### src/rtl/crossyroad_pkg.sv
// Shared definitions for the crossyroad game: move-button FSM states and
// default button timing constants (25 MHz pixel clock).
package crossyroad_pkg;

    // Move-button conditioner FSM states
    typedef enum logic [1:0] {
        ST_IDLE   = 2'd0,
        ST_HELD   = 2'd1,
        ST_REPEAT = 2'd2
    } btn_state_t;

    // 10 ms debounce window at 25 MHz
    localparam int BTN_DEBOUNCE_CYCLES = 250000;

    // 0.5 s hold before auto-repeat kicks in
    localparam int BTN_HOLD_CYCLES     = 12500000;

    // 0.2 s auto-repeat period
    localparam int BTN_REPEAT_CYCLES   = 5000000;

    // Counter width needed to hold the largest default terminal count
    localparam int BTN_CNT_W           = 24;

endpackage : crossyroad_pkg

### src/rtl/sync_2ff.sv
// Generic two-flop synchroniser for asynchronous pad inputs.
// Both stages reset to 0 so a held pad looks like a fresh edge after reset.
module sync_2ff (
    input  logic clk,
    input  logic rst_n,
    input  logic i_async,
    output logic o_sync
);

    logic r_meta;
    logic r_sync;

    // Two-stage shift: the first flop may go metastable, the second settles it
    always_ff @(posedge clk or negedge rst_n) begin
        if (!rst_n) begin
            r_meta <= 1'b0;
            r_sync <= 1'b0;
        end else begin
            r_meta <= i_async;
            r_sync <= r_meta;
        end
    end

    assign o_sync = r_sync;

endmodule : sync_2ff

### src/rtl/move_btn_conditioner.sv
// Move-button conditioner: synchronises and debounces the raw pad, then
// emits single-cycle move strobes on press, after a hold delay, and at a
// fixed auto-repeat rate while held. Pulses can be masked by enable without
// disturbing the timing state.
module move_btn_conditioner
    import crossyroad_pkg::*;
#(
    parameter int DEBOUNCE_CYCLES = BTN_DEBOUNCE_CYCLES,
    parameter int HOLD_CYCLES     = BTN_HOLD_CYCLES,
    parameter int REPEAT_CYCLES   = BTN_REPEAT_CYCLES,
    parameter int CNT_W           = BTN_CNT_W
) (
    input  logic clk,
    input  logic rst_n,
    input  logic btn_raw,
    input  logic enable,
    output logic btn_level,
    output logic move_pulse,
    output logic repeat_active
);

    // Terminal counts; each counter clears on reaching its terminal value,
    // so none of them can ever wrap.
    localparam logic [CNT_W-1:0] DB_LAST     = CNT_W'(DEBOUNCE_CYCLES - 1);
    localparam logic [CNT_W-1:0] HOLD_LAST   = CNT_W'(HOLD_CYCLES - 1);
    localparam logic [CNT_W-1:0] REPEAT_LAST = CNT_W'(REPEAT_CYCLES - 1);
    localparam logic [CNT_W-1:0] CNT_ONE     = CNT_W'(1);

    logic             w_syncQ;
    logic             w_mismatch;
    logic             w_dbTerm;
    logic             w_levelRise;
    logic             w_levelFall;

    logic             r_btnLevel;
    logic [CNT_W-1:0] r_dbCnt;

    btn_state_t       r_state;
    btn_state_t       w_stateNext;
    logic [CNT_W-1:0] r_hrCnt;
    logic [CNT_W-1:0] w_hrCntNext;
    logic             w_pulseEvt;

    logic             r_movePulse;
    logic             r_repeatActive;

    sync_2ff u_sync (
        .clk     (clk),
        .rst_n   (rst_n),
        .i_async (btn_raw),
        .o_sync  (w_syncQ)
    );

    // Debounce decode. The level edges are flagged one cycle early (on the
    // terminal count) so the FSM can react at the same edge that updates
    // btn_level, which makes the press pulse coincide with the level rise.
    always_comb begin
        w_mismatch  = (w_syncQ != r_btnLevel);
        w_dbTerm    = w_mismatch && (r_dbCnt == DB_LAST);
        w_levelRise = w_dbTerm && !r_btnLevel;
        w_levelFall = w_dbTerm && r_btnLevel;
    end

    // Debounce counter and accepted level: count consecutive disagreeing
    // cycles, toggle the level on terminal count, drop the count on agreement.
    always_ff @(posedge clk or negedge rst_n) begin
        if (!rst_n) begin
            r_dbCnt    <= '0;
            r_btnLevel <= 1'b0;
        end else if (!w_mismatch) begin
            r_dbCnt    <= '0;
        end else if (w_dbTerm) begin
            r_dbCnt    <= '0;
            r_btnLevel <= ~r_btnLevel;
        end else begin
            r_dbCnt    <= r_dbCnt + CNT_ONE;
        end
    end

    // Press / hold / repeat sequencing with one shared counter. A release
    // always wins over a terminal count landing in the same cycle.
    always_comb begin
        w_stateNext = r_state;
        w_hrCntNext = r_hrCnt;
        w_pulseEvt  = 1'b0;
        case (r_state)
            ST_IDLE: begin
                if (w_levelRise) begin
                    w_stateNext = ST_HELD;
                    w_hrCntNext = '0;
                    w_pulseEvt  = 1'b1;
                end
            end
            ST_HELD: begin
                if (w_levelFall) begin
                    w_stateNext = ST_IDLE;
                    w_hrCntNext = '0;
                end else if (r_hrCnt == HOLD_LAST) begin
                    w_stateNext = ST_REPEAT;
                    w_hrCntNext = '0;
                    w_pulseEvt  = 1'b1;
                end else begin
                    w_hrCntNext = r_hrCnt + CNT_ONE;
                end
            end
            ST_REPEAT: begin
                if (w_levelFall) begin
                    w_stateNext = ST_IDLE;
                    w_hrCntNext = '0;
                end else if (r_hrCnt == REPEAT_LAST) begin
                    w_hrCntNext = '0;
                    w_pulseEvt  = 1'b1;
                end else begin
                    w_hrCntNext = r_hrCnt + CNT_ONE;
                end
            end
            default: begin
                w_stateNext = ST_IDLE;
                w_hrCntNext = '0;
            end
        endcase
    end

    // FSM state and hold/repeat counter registers
    always_ff @(posedge clk or negedge rst_n) begin
        if (!rst_n) begin
            r_state <= ST_IDLE;
            r_hrCnt <= '0;
        end else begin
            r_state <= w_stateNext;
            r_hrCnt <= w_hrCntNext;
        end
    end

    // Registered outputs; enable only gates the strobe, so a masked event is
    // simply lost and the schedule carries on untouched.
    always_ff @(posedge clk or negedge rst_n) begin
        if (!rst_n) begin
            r_movePulse    <= 1'b0;
            r_repeatActive <= 1'b0;
        end else begin
            r_movePulse    <= w_pulseEvt && enable;
            r_repeatActive <= (w_stateNext == ST_REPEAT);
        end
    end

    assign btn_level     = r_btnLevel;
    assign move_pulse    = r_movePulse;
    assign repeat_active = r_repeatActive;

endmodule : move_btn_conditioner

### config.mk
export PLATFORM = sky130hd
export DESIGN_NAME = move_btn_conditioner
export DESIGN_NICKNAME = d
export VERILOG_FILES = /design/src/rtl/crossyroad_pkg.sv /design/src/rtl/sync_2ff.sv /design/src/rtl/move_btn_conditioner.sv
export SDC_FILE = /design/constraint.sdc
export NUM_CORES = 1
export LEC_CHECK = 0
export BUFFER_PORTS_ARGS = -buffer_cell sky130_fd_sc_hd__buf_2
export CAP_MARGIN = 20
export CORE_MARGIN = 2
export CORE_UTILIZATION = 50
export CTS_CLUSTER_SIZE = 16
export DETAILED_ROUTE_END_ITERATION = 12
export GPL_ROUTABILITY_DRIVEN = 0
export HOLD_SLACK_MARGIN = 0.15
export PLACE_DENSITY = 0.66
export SYNTH_ARGS = -nofsm -noshare
export SYNTH_HDL_FRONTEND = slang
export SYNTH_SLANG_ARGS = --single-unit
### constraint.sdc
create_clock -name clk -period 3.44 [get_ports clk]
set_input_delay 0.172 -clock clk [delete_from_list [all_inputs] [get_ports clk]]
set_output_delay 0.172 -clock clk [all_outputs]
set_load 0.005 [all_outputs]
==> metrics.txt, run 1 <==
# TYPE chip_impl_metric gauge
chip_impl_info{name="status",value="completed"} 1
chip_impl_metric{name="drt-pass1-iter-count",unit=""} 4
chip_impl_info{name="globalRoute.busiestLayer",value="met2"} 1
chip_impl_metric{name="grtUsageMet3",unit="%"} 3.00
chip_impl_metric{name="via_per_inst",unit=""} 5.71
chip_impl_metric{name="reg2reg_setup_slack",unit="ns"} 0.63
chip_impl_metric{name="slew_violations",unit=""} 0
chip_impl_metric{name="drt_iter0_markers",unit=""} 106
chip_impl_metric{name="total_leakage_power",unit="uW"} 0.00132
chip_impl_metric{name="coreArea",unit="um^2"} 5820
chip_impl_metric{name="fillers",unit=""} 536
chip_impl_metric{name="area_growth_syn_to_layout",unit="%"} 7.63
chip_impl_metric{name="critical_path.max_fanout",unit=""} 9
chip_impl_metric{name="grt_use_total",unit="%"} 20.7
chip_impl_metric{name="slew-limit-headroom",unit="%"} 42.0
chip_impl_metric{name="clock_skew",unit="ns"} 0.0130
chip_impl_metric{name="maxClockFrequency",unit="MHz"} 356
chip_impl_metric{name="synth_edf_count",unit=""} 0
chip_impl_metric{name="diodes",unit=""} 0
chip_impl_metric{name="dp_hpwl",unit="mm"} 4.23
chip_impl_metric{name="grt_pass1_vias",unit=""} 2342
chip_impl_metric{name="cp_data_arrival_time",unit="ns"} 3.01
chip_impl_metric{name="swShare",unit="%"} 22.0
chip_impl_info{name="cp-end-kind",value="flip-flop"} 1
chip_impl_metric{name="synth.lib_cells_used.distinct",unit=""} 44
chip_impl_metric{name="ys_warn_count",unit=""} 0
chip_impl_metric{name="report.final.hold_viol_count",unit=""} 0
chip_impl_metric{name="portBuffers",unit=""} 6
chip_impl_metric{name="layoutNonFillerInstCount",unit=""} 412
chip_impl_info{name="worstReg2RegStart",value="r_dbCnt[6]"} 1
chip_impl_metric{name="grt_first_pass_wirelength",unit="mm"} 10.7
chip_impl_metric{name="seqPwrFrac",unit="%"} 64.1
chip_impl_metric{name="cp_data_required_time",unit="ns"} 3.64
chip_impl_metric{name="finish.net_count",unit=""} 348
chip_impl_metric{name="combPwrFrac",unit="%"} 2.9
chip_impl_metric{name="worst_ir_drop_vdd",unit="V"} 0.000187
chip_impl_metric{name="htree_levels",unit=""} 2
chip_impl_metric{name="grt_use_met1",unit="%"} 26.3
chip_impl_metric{name="die_y",unit="um"} 81.0
chip_impl_metric{name="max_slew.worst_pin.slew",unit="ns"} 0.863
chip_impl_metric{name="postSynth.asyncResetShare",unit="%"} 100
chip_impl_metric{name="mappedNetlistArea",unit="um^2"} 2970
chip_impl_metric{name="number_of_antenna_violations_at_the_first_check_in_global_routing",unit=""} 0
chip_impl_metric{name="synth.yosys.seq_area_share",unit="%"} 46.4
chip_impl_metric{name="post_synth.cell_area_avg",unit="um^2"} 9.10
chip_impl_metric{name="dieArea",unit="um^2"} 6570
chip_impl_info{name="timing.setup.critical_path_class",value="reg -> reg"} 1
chip_impl_metric{name="period_share",unit="%"} 81.7
chip_impl_info{name="rr_endpoint",value="r_hrCnt[20]"} 1
chip_impl_metric{name="layout-drive-gt1-share",unit="%"} 7.42
chip_impl_info{name="synth_flop_cell",value="sky130_fd_sc_hd__dfrtp_1"} 1
chip_impl_info{name="clock_tree_from_tritoncts",value="yes"} 1
chip_impl_metric{name="drv.max_cap_violation_count",unit=""} 0
chip_impl_metric{name="cts.repair_timing.setup_buffer_count",unit=""} 0
chip_impl_metric{name="synthesis.instances",unit=""} 326
chip_impl_metric{name="maximum_number_of_pins_on_one_net_before_global_route_repair",unit=""} 35
chip_impl_metric{name="top_level_ports",unit=""} 7
chip_impl_metric{name="mappedNetlistNets",unit=""} 336
chip_impl_metric{name="tns",unit="ns"} 0
chip_impl_metric{name="cts_inserted_buffers",unit=""} 5
chip_impl_metric{name="floorplan.initialDensity",unit="%"} 51.0
chip_impl_metric{name="tritoncts_num_sinks",unit=""} 55
chip_impl_metric{name="dpl.cell_count",unit=""} 403
chip_impl_metric{name="num_rows",unit=""} 28
chip_impl_metric{name="routed_wl",unit="mm"} 6.04
chip_impl_metric{name="worst_skew_pair.late_latency",unit="ns"} 0.31
chip_impl_info{name="min-delay-path-class",value="in -> async"} 1
chip_impl_metric{name="fin_worst_hold_slack",unit="ns"} 0.349
chip_impl_info{name="critical_path.startpoint_type",value="flip-flop"} 1
chip_impl_info{name="rsz0062_at_grt",value="false"} 1
chip_impl_metric{name="detailed_route_via_count",unit=""} 2353
chip_impl_metric{name="power-per-cell-area",unit="nW/um^2"} 319
chip_impl_metric{name="grt_util_met2",unit="%"} 36.1
chip_impl_metric{name="cts_max_path_buffers",unit=""} 2
chip_impl_metric{name="pint",unit="uW"} 794
chip_impl_info{name="library_cell_used_as_clock_root_buffer",value="sky130_fd_sc_hd__clkbuf_8"} 1
chip_impl_metric{name="drt_drc_violations_left",unit=""} 0
chip_impl_metric{name="wl_per_cell",unit="um"} 14.7
chip_impl_metric{name="grt_overflow",unit=""} 0
chip_impl_metric{name="clock_power_share",unit="%"} 33.0
chip_impl_metric{name="period_needed",unit="ns"} 2.81
chip_impl_metric{name="synth_seq_cells",unit=""} 55
chip_impl_metric{name="switching_power",unit="uW"} 224
chip_impl_metric{name="postRouteAntennaNets",unit=""} 0
chip_impl_metric{name="final-setup-viol-count",unit=""} 0
chip_impl_metric{name="die_w",unit="um"} 81.0
chip_impl_metric{name="clk_pin_slew",unit="ns"} 0.10
chip_impl_metric{name="reg2regPathDepth",unit=""} 7
[power by group through the flow]
stage / Combinational [uW] / Clock (uW) / Sequential [uW]
final: 29.2 / 336 / 653
after CTS: 31.0 / 348 / 653
after floorplan: 9.86 / 0 / 666
after global placement: 28.0 / 0 / 666
after detailed placement: 28.1 / 0 / 666
after global routing: 35.4 / 369 / 654
[registers in the layout, indices dropped and copies added, names as in the netlist]
signal         cells
u_sync.o_sync      1
u_sync.r_meta      1
move_pulse         1
r_state            2
r_dbCnt           24
repeat_active      1
r_hrCnt           24
btn_level          1
[stage by stage]
stage / setup WS (ns) / util, % / cell area (um^2) / total power [uW]
after floorplan: 0.864 / - / 2970 / 675
after global placement: 0.705 / 53.1 / 3090 / 694
after detailed placement: 0.633 / 53.1 / 3090 / 694
after CTS: 0.627 / 54.9 / 3190 / 1030
after global routing: 0.435 / 54.9 / 3190 / 1060
final: 0.630 / 54.9 / 3190 / 1020
[critical path: stages (launching register included)]
cell,delay (ns)
sky130_fd_sc_hd__dfrtp_1,0.42
sky130_fd_sc_hd__or4b_1,0.52
sky130_fd_sc_hd__or4_4,0.52
sky130_fd_sc_hd__o31ai_1,0.41
sky130_fd_sc_hd__a21oi_1,0.28
sky130_fd_sc_hd__buf_4,0.28
sky130_fd_sc_hd__a31oi_1,0.18
sky130_fd_sc_hd__o31ai_1,0.09
[cells in the final DEF, fill, tap and decap left out, types with 2 or more instances in the layout]
cell	count
sky130_fd_sc_hd__dfrtp_1	55
sky130_fd_sc_hd__xor2_1	13
sky130_fd_sc_hd__o21ai_1	3
sky130_fd_sc_hd__a21oi_1	9
sky130_fd_sc_hd__a22oi_1	2
sky130_fd_sc_hd__nor3b_1	2
sky130_fd_sc_hd__and3_1	10
sky130_fd_sc_hd__o21ai_0	10
sky130_fd_sc_hd__nor3_1	4
sky130_fd_sc_hd__nand2_1	31
sky130_fd_sc_hd__nand3b_1	3
sky130_fd_sc_hd__xnor2_1	7
sky130_fd_sc_hd__buf_4	5
sky130_fd_sc_hd__dlygate4sd3_1	3
sky130_fd_sc_hd__nor4_1	11
sky130_fd_sc_hd__o31ai_1	5
sky130_fd_sc_hd__or3b_1	2
sky130_fd_sc_hd__ha_1	6
sky130_fd_sc_hd__nand4_1	8
sky130_fd_sc_hd__inv_1	9
sky130_fd_sc_hd__or2_2	3
sky130_fd_sc_hd__nor4bb_1	2
sky130_fd_sc_hd__a21boi_0	2
sky130_fd_sc_hd__o311ai_1	4
sky130_fd_sc_hd__clkbuf_8	5
sky130_fd_sc_hd__nor2b_1	2
sky130_fd_sc_hd__nand2b_1	5
sky130_fd_sc_hd__or3_1	12
sky130_fd_sc_hd__buf_2	6
sky130_fd_sc_hd__nor2_1	32
sky130_fd_sc_hd__nand3_1	45
sky130_fd_sc_hd__and2_1	2
sky130_fd_sc_hd__a21o_1	4
sky130_fd_sc_hd__a31oi_1	2
[timing repair]
item | in CTS | in global routing
setup endpoints to repair | 0 | 0
hold endpoints to repair | 23 | 0
hold buffers | 3 | 0
resized for setup | 0 | 0
[worst max path at each step]
| stage | depth (start not counted) | startpoint | slack [ns] | endpoint |
|---|---|---|---|---|
| 5_1_grt | 7 | r_dbCnt[6] | 0.44 | r_hrCnt[20] |
| 4_1_cts | 7 | r_dbCnt[6] | 0.63 | r_hrCnt[20] |
| 3_3_place_gp | 7 | r_dbCnt[6] | 0.70 | r_hrCnt[20] |
| 2_1_floorplan | 7 | r_dbCnt[6] | 0.86 | r_hrCnt[20] |
| 6_report | 7 | r_dbCnt[6] | 0.63 | r_hrCnt[20] |
| 3_5_place_dp | 7 | r_dbCnt[6] | 0.63 | r_hrCnt[20] |
[layer usage]
layer	vias to the layer above	part of all wire, %
met5	-	0
met4	0	1.1
met3	7	2.1
met2	19	51
met1	1130	46
li1	1197	-
[layout make-up]
cell class | instances | area [um^2] | area share, %
multi-input cells | 253 | 1520 | 47.5
clock inverters | 1 | 7.51 | 0.235
well taps | 75 | 93.8 | 2.94
inverters | 9 | 33.8 | 1.06
repair buffers | 14 | 97.6 | 3.06
clock buffers | 5 | 68.8 | 2.16
flip-flops and latches | 55 | 1380 | 43.1
[cell usage after synthesis (5+ instances only)]
cell                        n  area share, %
sky130_fd_sc_hd__a21oi_1    9            1.5
sky130_fd_sc_hd__and3_1    10            2.1
sky130_fd_sc_hd__clkbuf_1   8            1.0
sky130_fd_sc_hd__dfrtp_1   55             46
sky130_fd_sc_hd__ha_1       6            2.5
sky130_fd_sc_hd__inv_1      9            1.1
sky130_fd_sc_hd__nand2_1   31            3.9
sky130_fd_sc_hd__nand2b_1   5            1.1
sky130_fd_sc_hd__nand3_1   45            7.6
sky130_fd_sc_hd__nand4_1    8            1.7
sky130_fd_sc_hd__nor2_1    32            4.0
sky130_fd_sc_hd__nor4_1    11            2.3
sky130_fd_sc_hd__o21ai_0   10            1.7
sky130_fd_sc_hd__o31ai_1    5            1.3
sky130_fd_sc_hd__or3_1     12            2.5
sky130_fd_sc_hd__xnor2_1    7            2.1
sky130_fd_sc_hd__xor2_1    13            3.8
[cells by family after synthesis]
| family | count (synthesis) | share of synthesized area, % |
|---|---|---|
| DFF | 55 | 46.4 |
| xor gates and xnor gates | 20 | 5.90 |
| AOI/OAI and AO/OA | 49 | 11.3 |
| adders and majority gates | 6 | 2.53 |
| buffers and inverters | 18 | 2.53 |
| muxes | 1 | 0.380 |
| and+or+nand+nor | 177 | 30.9 |
Power figures use the tool's default switching activity.
==> inputs of run 2 (changes only) <==
Settings changed: PLACE_DENSITY 0.66 to 0.69.
Clock period 3.44 ns to 2.4 ns, I/O delays scaled along.
==> metrics.txt, run 2 (synthesis results as in run 1) <==
# TYPE chip_impl_metric gauge
chip_impl_metric{name="detailed_route_via_count",unit=""} 2568
chip_impl_metric{name="seqCellArea",unit="um^2"} 1380
chip_impl_info{name="status",value="complete, but fails checks"} 1
chip_impl_info{name="critical_path.startpoint_type",value="flip-flop"} 1
chip_impl_metric{name="finish.net_count",unit=""} 377
chip_impl_metric{name="drv.max_cap_violation_count",unit=""} 0
chip_impl_metric{name="report.power.total",unit="uW"} 1550
chip_impl_metric{name="drt_drc_violations_left",unit=""} 0
chip_impl_metric{name="fillers",unit=""} 506
chip_impl_metric{name="report.final.hold_viol_count",unit=""} 0
chip_impl_metric{name="grt_pass1_vias",unit=""} 2435
chip_impl_metric{name="cts_inserted_buffers",unit=""} 5
chip_impl_info{name="clock_tree_from_tritoncts",value="yes"} 1
chip_impl_metric{name="cp_data_required_time",unit="ns"} 2.65
chip_impl_metric{name="die_w",unit="um"} 81.0
chip_impl_metric{name="wl_per_cell",unit="um"} 15.4
chip_impl_metric{name="top_level_ports",unit=""} 7
chip_impl_metric{name="number_of_antenna_violations_at_the_first_check_in_global_routing",unit=""} 0
chip_impl_metric{name="portBuffers",unit=""} 6
chip_impl_metric{name="final-setup-viol-count",unit=""} 20
chip_impl_metric{name="maximum_number_of_pins_on_one_net_before_global_route_repair",unit=""} 56
chip_impl_metric{name="postRouteAntennaNets",unit=""} 0
chip_impl_metric{name="grt_use_total",unit="%"} 22.3
chip_impl_metric{name="layout-drive-gt1-share",unit="%"} 18.5
chip_impl_metric{name="period_needed",unit="ns"} 2.54
chip_impl_metric{name="htree_levels",unit=""} 2
chip_impl_metric{name="max_slew.worst_pin.slew",unit="ns"} 0.693
chip_impl_metric{name="total_leakage_power",unit="uW"} 0.00151
chip_impl_info{name="timing.setup.critical_path_class",value="reg -> reg"} 1
chip_impl_metric{name="diodes",unit=""} 0
chip_impl_metric{name="dp_hpwl",unit="mm"} 4.63
chip_impl_info{name="min-delay-path-class",value="reg -> reg"} 1
chip_impl_metric{name="cp_data_arrival_time",unit="ns"} 2.79
chip_impl_metric{name="grt_overflow",unit=""} 0
chip_impl_metric{name="met3_length",unit="um"} 276
chip_impl_metric{name="setup_ws",unit="ns"} -0.135
chip_impl_info{name="cp-end-kind",value="flip-flop"} 1
chip_impl_metric{name="grt_first_pass_wirelength",unit="mm"} 11.4
chip_impl_metric{name="power-per-cell-area",unit="nW/um^2"} 438
chip_impl_metric{name="final_design_area_no_fill",unit="um^2"} 3550
chip_impl_metric{name="floorplan.initialDensity",unit="%"} 51.0
chip_impl_metric{name="tritoncts_num_sinks",unit=""} 55
chip_impl_info{name="reg.largest.list",value="r_dbCnt x24, r_hrCnt x24, r_state x2"} 1
chip_impl_metric{name="slew_violations",unit=""} 0
chip_impl_metric{name="worst_ir_drop_vdd",unit="V"} 0.000315
chip_impl_info{name="layout_commonest_cell",value="sky130_fd_sc_hd__dfrtp_1"} 1
chip_impl_metric{name="timing.critical_path.buf_inv",unit=""} 0
chip_impl_metric{name="coreArea",unit="um^2"} 5820
chip_impl_metric{name="area_growth_syn_to_layout",unit="%"} 19.6
chip_impl_metric{name="routed_wl",unit="mm"} 6.83
chip_impl_metric{name="via_per_inst",unit=""} 5.80
chip_impl_metric{name="num_rows",unit=""} 28
chip_impl_metric{name="slew-limit-headroom",unit="%"} 53.8
chip_impl_info{name="critical_path_slowest_stage_cell",value="sky130_fd_sc_hd__or4b_1"} 1
chip_impl_metric{name="cts_max_path_buffers",unit=""} 2
chip_impl_info{name="rsz0062_at_grt",value="true"} 1
chip_impl_metric{name="die_y",unit="um"} 81.0
chip_impl_metric{name="placed_cell_area",unit="um^2"} 3310
chip_impl_info{name="violations",value="setup timing"} 1
chip_impl_info{name="route.top_layer_used",value="met4"} 1
chip_impl_metric{name="clk_pin_slew",unit="ns"} 0.11
chip_impl_info{name="critical_path.cell_chain",value="or4b_1 -> or4_4 -> o31a_1 -> a211o_4 -> or3_1 -> o21ai_1"} 1
chip_impl_metric{name="multiInputGateArea",unit="um^2"} 1610
chip_impl_metric{name="critical_path.max_fanout",unit=""} 16
chip_impl_metric{name="drt_iter0_markers",unit=""} 214
chip_impl_metric{name="routed_length_on_met1",unit="mm"} 3.06
chip_impl_metric{name="wl_met2",unit="mm"} 3.38
chip_impl_metric{name="maxClockFrequency",unit="MHz"} 394
chip_impl_info{name="library_cell_used_as_clock_root_buffer",value="sky130_fd_sc_hd__clkbuf_8"} 1
chip_impl_metric{name="dieArea",unit="um^2"} 6570
chip_impl_metric{name="clock_skew",unit="ns"} 0.0126
chip_impl_metric{name="period_share",unit="%"} 106
chip_impl_metric{name="worst_skew_pair.late_latency",unit="ns"} 0.32
chip_impl_info{name="most_frequent_cells_in_the_layout",value="55 x sky130_fd_sc_hd__dfrtp_1, 45 x sky130_fd_sc_hd__nand3_1, 31 x sky130_fd_sc_hd__nand2_1, 31 x sky130_fd_sc_hd__nor2_1, 29 x sky130_fd_sc_hd__buf_4"} 1
chip_impl_info{name="critical-path-top-delay-family",value="simple AND/OR/NAND/NOR gates"} 1
chip_impl_metric{name="crit_path_max_incr_delay",unit="ns"} 0.51
chip_impl_metric{name="drt-pass1-iter-count",unit=""} 4
-- run 2: cell types whose count changed in the layout (fill, tap and decap cells not counted), moves of 2 or more --
| cell | previous run | this run |
|---|---|---|
| sky130_fd_sc_hd__buf_6 | 0 | 3 |
| sky130_fd_sc_hd__buf_4 | 5 | 29 |
| sky130_fd_sc_hd__o311ai_1 | 4 | 2 |
| sky130_fd_sc_hd__inv_8 | 0 | 2 |
| sky130_fd_sc_hd__o311ai_2 | 0 | 2 |
| sky130_fd_sc_hd__o31ai_1 | 5 | 3 |
-- run 2: path summary, 6_finish.rpt --
| check | slack (ns) | from | endpoint | depth (start not counted) |
|---|---|---|---|---|
| worst min-delay path | 0.37 | u_sync.r_meta | u_sync.o_sync | 0 |
| min in group asynchronous | 0.44 | rst_n | r_hrCnt[20] | 3 |
| worst max register to register | -0.14 | r_dbCnt[6] | r_hrCnt[10] | 6 |
| max in group asynchronous | 1.49 | rst_n | r_dbCnt[23] | 3 |
| worst max-delay path | -0.14 | r_dbCnt[6] | r_hrCnt[10] | 6 |
| worst min register to register | 0.37 | u_sync.r_meta | u_sync.o_sync | 0 |
-- run 2: final cells by class --
type / instances / area share [%]
multi-input combinational: 253 / 45.3
clock buffer: 5 / 1.94
sequential: 55 / 38.8
inverter: 9 / 0.952
tap: 75 / 2.65
timing repair buffer: 43 / 9.49
clock inverter: 3 / 0.882
-- run 2: stage by stage --
step           util (%)  setup TNS (ns)  setup slack, ns  cells  hold WS, ns
3_5_place_dp       56.8           -1.16           -0.121    428        0.233
4_1_cts            60.1           -1.52           -0.138    442        0.385
2_1_floorplan         -          -0.235          -0.0458    326       -0.176
6_report           61.0           -1.22           -0.135    443        0.373
5_1_grt            61.0           -3.05           -0.192    443        0.397
3_3_place_gp       56.8          -0.148          -0.0309    428        0.230
-- run 2: routing by layer --
layer / GRT usage, % / up-vias
li1: - / 1258
met1: 30.2 / 1236
met2: 35.9 / 65
met3: 4.22 / 9
met4: 7.63 / 0
met5: 0 / -
-- run 2: what timing repair did --
item	CTS	global route
setup endpoints to repair	23	24
hold buffers	3	0
cloned	2	0
buffers inserted	1	1
hold endpoints to repair	57	0
resized for setup	9	8
pin swaps	1	0
-- run 2: report_power, final --
part           internal (uW)  switching, uW  leakage [uW]
Clock                    225            348     0.0000526
Sequential               932           4.68      0.000762
Combinational           14.3           30.8      0.000693
==> inputs of run 3 (changes only) <==
==> constraint.sdc (replaced) <==
create_clock -name clk -period 2.4 [get_ports clk]
set_input_delay 0.24 -clock clk [delete_from_list [all_inputs] [get_ports clk]]
set_output_delay 0.24 -clock clk [all_outputs]
set_load 0.005 [all_outputs]
==> metrics.txt, run 3 (synthesis results as in run 1) <==
# TYPE chip_impl_metric gauge
chip_impl_info{name="status",value="complete, but fails checks"} 1
chip_impl_info{name="violations",value="setup timing"} 1
chip_impl_metric{name="drt-pass1-iter-count",unit=""} 4
chip_impl_metric{name="grt_use_total",unit="%"} 22.4
chip_impl_metric{name="reg2regPathDepth",unit=""} 6
chip_impl_metric{name="die_y",unit="um"} 81.0
chip_impl_metric{name="max_slew.worst_pin.slew",unit="ns"} 0.698
chip_impl_metric{name="final-setup-viol-count",unit=""} 20
chip_impl_metric{name="grt_first_pass_wirelength",unit="mm"} 11.4
chip_impl_metric{name="finish.net_count",unit=""} 377
chip_impl_metric{name="period_needed",unit="ns"} 2.54
chip_impl_metric{name="slew_violations",unit=""} 0
chip_impl_metric{name="setup_ws",unit="ns"} -0.141
chip_impl_info{name="layout_commonest_cell",value="sky130_fd_sc_hd__dfrtp_1"} 1
chip_impl_metric{name="area_growth_syn_to_layout",unit="%"} 20.1
chip_impl_metric{name="cts_inserted_buffers",unit=""} 5
chip_impl_metric{name="layoutNonFillerInstCount",unit=""} 443
chip_impl_metric{name="diodes",unit=""} 0
chip_impl_metric{name="reg2reg_setup_slack",unit="ns"} -0.14
chip_impl_metric{name="drt_iter0_markers",unit=""} 188
chip_impl_metric{name="drv.max_cap_violation_count",unit=""} 0
chip_impl_info{name="cp-end-kind",value="flip-flop"} 1
chip_impl_metric{name="seqCellArea",unit="um^2"} 1380
chip_impl_metric{name="dpl.cell_count",unit=""} 428
chip_impl_metric{name="portBuffers",unit=""} 6
chip_impl_info{name="reg.largest.list",value="r_dbCnt x24, r_hrCnt x24, r_state x2"} 1
chip_impl_info{name="critical_path.startpoint_type",value="flip-flop"} 1
chip_impl_metric{name="grt_pass1_vias",unit=""} 2449
chip_impl_metric{name="floorplan.initialDensity",unit="%"} 51.0
chip_impl_metric{name="coreArea",unit="um^2"} 5820
chip_impl_metric{name="final_util",unit="%"} 61.3
chip_impl_metric{name="crit_path_max_incr_delay",unit="ns"} 0.51
chip_impl_metric{name="dp_hpwl",unit="mm"} 4.63
chip_impl_info{name="min-delay-path-class",value="in -> reg"} 1
chip_impl_metric{name="die_w",unit="um"} 81.0
chip_impl_metric{name="clk_pin_slew",unit="ns"} 0.11
chip_impl_metric{name="maximum_number_of_pins_on_one_net_before_global_route_repair",unit=""} 56
chip_impl_metric{name="drt_drc_violations_left",unit=""} 0
chip_impl_metric{name="maxClockFrequency",unit="MHz"} 394
chip_impl_metric{name="critical_path.max_fanout",unit=""} 16
chip_impl_metric{name="multiInputGateArea",unit="um^2"} 1630
chip_impl_info{name="timing.setup.critical_path_class",value="reg -> reg"} 1
chip_impl_metric{name="via_per_inst",unit=""} 5.82
chip_impl_metric{name="slew-limit-headroom",unit="%"} 53.4
chip_impl_metric{name="wl_per_cell",unit="um"} 15.5
chip_impl_metric{name="number_of_antenna_violations_at_the_first_check_in_global_routing",unit=""} 0
chip_impl_metric{name="report.final.hold_viol_count",unit=""} 0
chip_impl_metric{name="min_delay_path_depth",unit=""} 3
chip_impl_metric{name="cp_data_required_time",unit="ns"} 2.65
chip_impl_metric{name="detailed_route_via_count",unit=""} 2578
chip_impl_metric{name="clock_skew",unit="ns"} 0.0128
chip_impl_info{name="hp-start",value="enable"} 1
chip_impl_metric{name="worst_skew_pair.late_latency",unit="ns"} 0.32
chip_impl_info{name="rsz0062_at_grt",value="true"} 1
chip_impl_metric{name="power-per-cell-area",unit="nW/um^2"} 435
chip_impl_metric{name="top_level_ports",unit=""} 7
chip_impl_info{name="hold_end",value="move_pulse"} 1
chip_impl_metric{name="cts_max_path_buffers",unit=""} 2
chip_impl_metric{name="period_share",unit="%"} 106
chip_impl_metric{name="postRouteAntennaNets",unit=""} 0
chip_impl_info{name="critical_path.cell_chain",value="or4b_1 -> or4_4 -> o31a_1 -> a211o_4 -> or3_1 -> o21ai_1"} 1
chip_impl_metric{name="layout-drive-gt1-share",unit="%"} 19.0
chip_impl_metric{name="htree_levels",unit=""} 2
chip_impl_info{name="critical_path_slowest_stage_cell",value="sky130_fd_sc_hd__or4b_1"} 1
chip_impl_metric{name="report.power.total",unit="uW"} 1550
chip_impl_metric{name="cp_data_arrival_time",unit="ns"} 2.79
chip_impl_metric{name="routed_wl",unit="mm"} 6.87
chip_impl_metric{name="fillers",unit=""} 501
chip_impl_metric{name="tritoncts_num_sinks",unit=""} 55
chip_impl_metric{name="total_leakage_power",unit="uW"} 0.00152
chip_impl_info{name="worstReg2RegStart",value="r_dbCnt[6]"} 1
chip_impl_metric{name="worst_ir_drop_vdd",unit="V"} 0.000311
chip_impl_info{name="rr_endpoint",value="r_hrCnt[10]"} 1
chip_impl_info{name="most_frequent_cells_in_the_layout",value="55 x sky130_fd_sc_hd__dfrtp_1, 45 x sky130_fd_sc_hd__nand3_1, 31 x sky130_fd_sc_hd__nand2_1, 31 x sky130_fd_sc_hd__nor2_1, 30 x sky130_fd_sc_hd__buf_4"} 1
chip_impl_info{name="library_cell_used_as_clock_root_buffer",value="sky130_fd_sc_hd__clkbuf_8"} 1
chip_impl_info{name="clock_tree_from_tritoncts",value="yes"} 1
chip_impl_metric{name="grt_overflow",unit=""} 0
chip_impl_metric{name="dieArea",unit="um^2"} 6570
chip_impl_metric{name="num_rows",unit=""} 28
## run 3: cell types whose count changed in the layout (fill, tap and decap cells not counted), sizes merged
cell	change
buf	+1
dlygate4sd3	-1
## run 3: timing repair
action                     CTS  global route
hold endpoints to repair    56             0
gates resized for setup      9            11
hold buffers                 2             0
pin swaps                    1             0
cloned                       2             0
buffers inserted             1             2
setup endpoints to repair   23            25
## run 3: cell type report
cell class	instances	share of cell area, %
well taps	75	2.63
repair buffers	43	9.37
clock buffers	5	1.93
flip-flops and latches	55	38.6
multi-input cells	253	45.6
inverters	9	0.948
clock inverters	3	0.878
## run 3: per-stage QoR
step	setup TNS [ns]	area [um^2]	setup slack [ns]	hold WS, ns
3_3_place_gp	-0.148	3310	-0.0309	0.337
2_1_floorplan	-0.235	2990	-0.0458	-0.0556
4_1_cts	-1.52	3480	-0.138	0.160
3_5_place_dp	-1.16	3310	-0.121	0.346
6_report	-1.17	3560	-0.141	0.164
5_1_grt	-2.92	3560	-0.195	0.164
## run 3: power breakdown
| part | internal [uW] | total (uW) | switching (uW) | leakage, uW |
|---|---|---|---|---|
| Combinational | 13.3 | 44.2 | 31.0 | 0.000706 |
| Clock | 225 | 569 | 345 | 0.0000526 |
| Sequential | 932 | 937 | 4.67 | 0.000762 |
| Total | 1170 | 1550 | 380 | 0.00152 |
## run 3: worst max-delay path by stage
stage	start	endpoint	slack [ns]	cells past startpoint
after floorplan	r_dbCnt[6]	r_hrCnt[12]	-0.05	7
after global placement	r_dbCnt[6]	r_hrCnt[10]	-0.03	6
after detailed placement	r_dbCnt[6]	r_hrCnt[20]	-0.12	7
after CTS	r_dbCnt[6]	r_hrCnt[10]	-0.14	6
after global routing	r_dbCnt[6]	r_hrCnt[5]	-0.19	7
final	r_dbCnt[6]	r_hrCnt[10]	-0.14	6
## run 3: routing by layer
layer / vias to the layer above / share of wire, % / global-route usage (%)
met5: - / 0 / 0
li1: 1263 / - / -
met2: 46 / 49 / 36.1
met3: 13 / 2.9 / 4.22
met1: 1256 / 46 / 30.2
met4: 0 / 2.0 / 8.31
## run 3: worst max-delay path: cells and delay by family, from the launching register on
family,cells,cell delay [ns]
simple gates,3,1.33
compound gates,3,0.74
flops,1,0.39
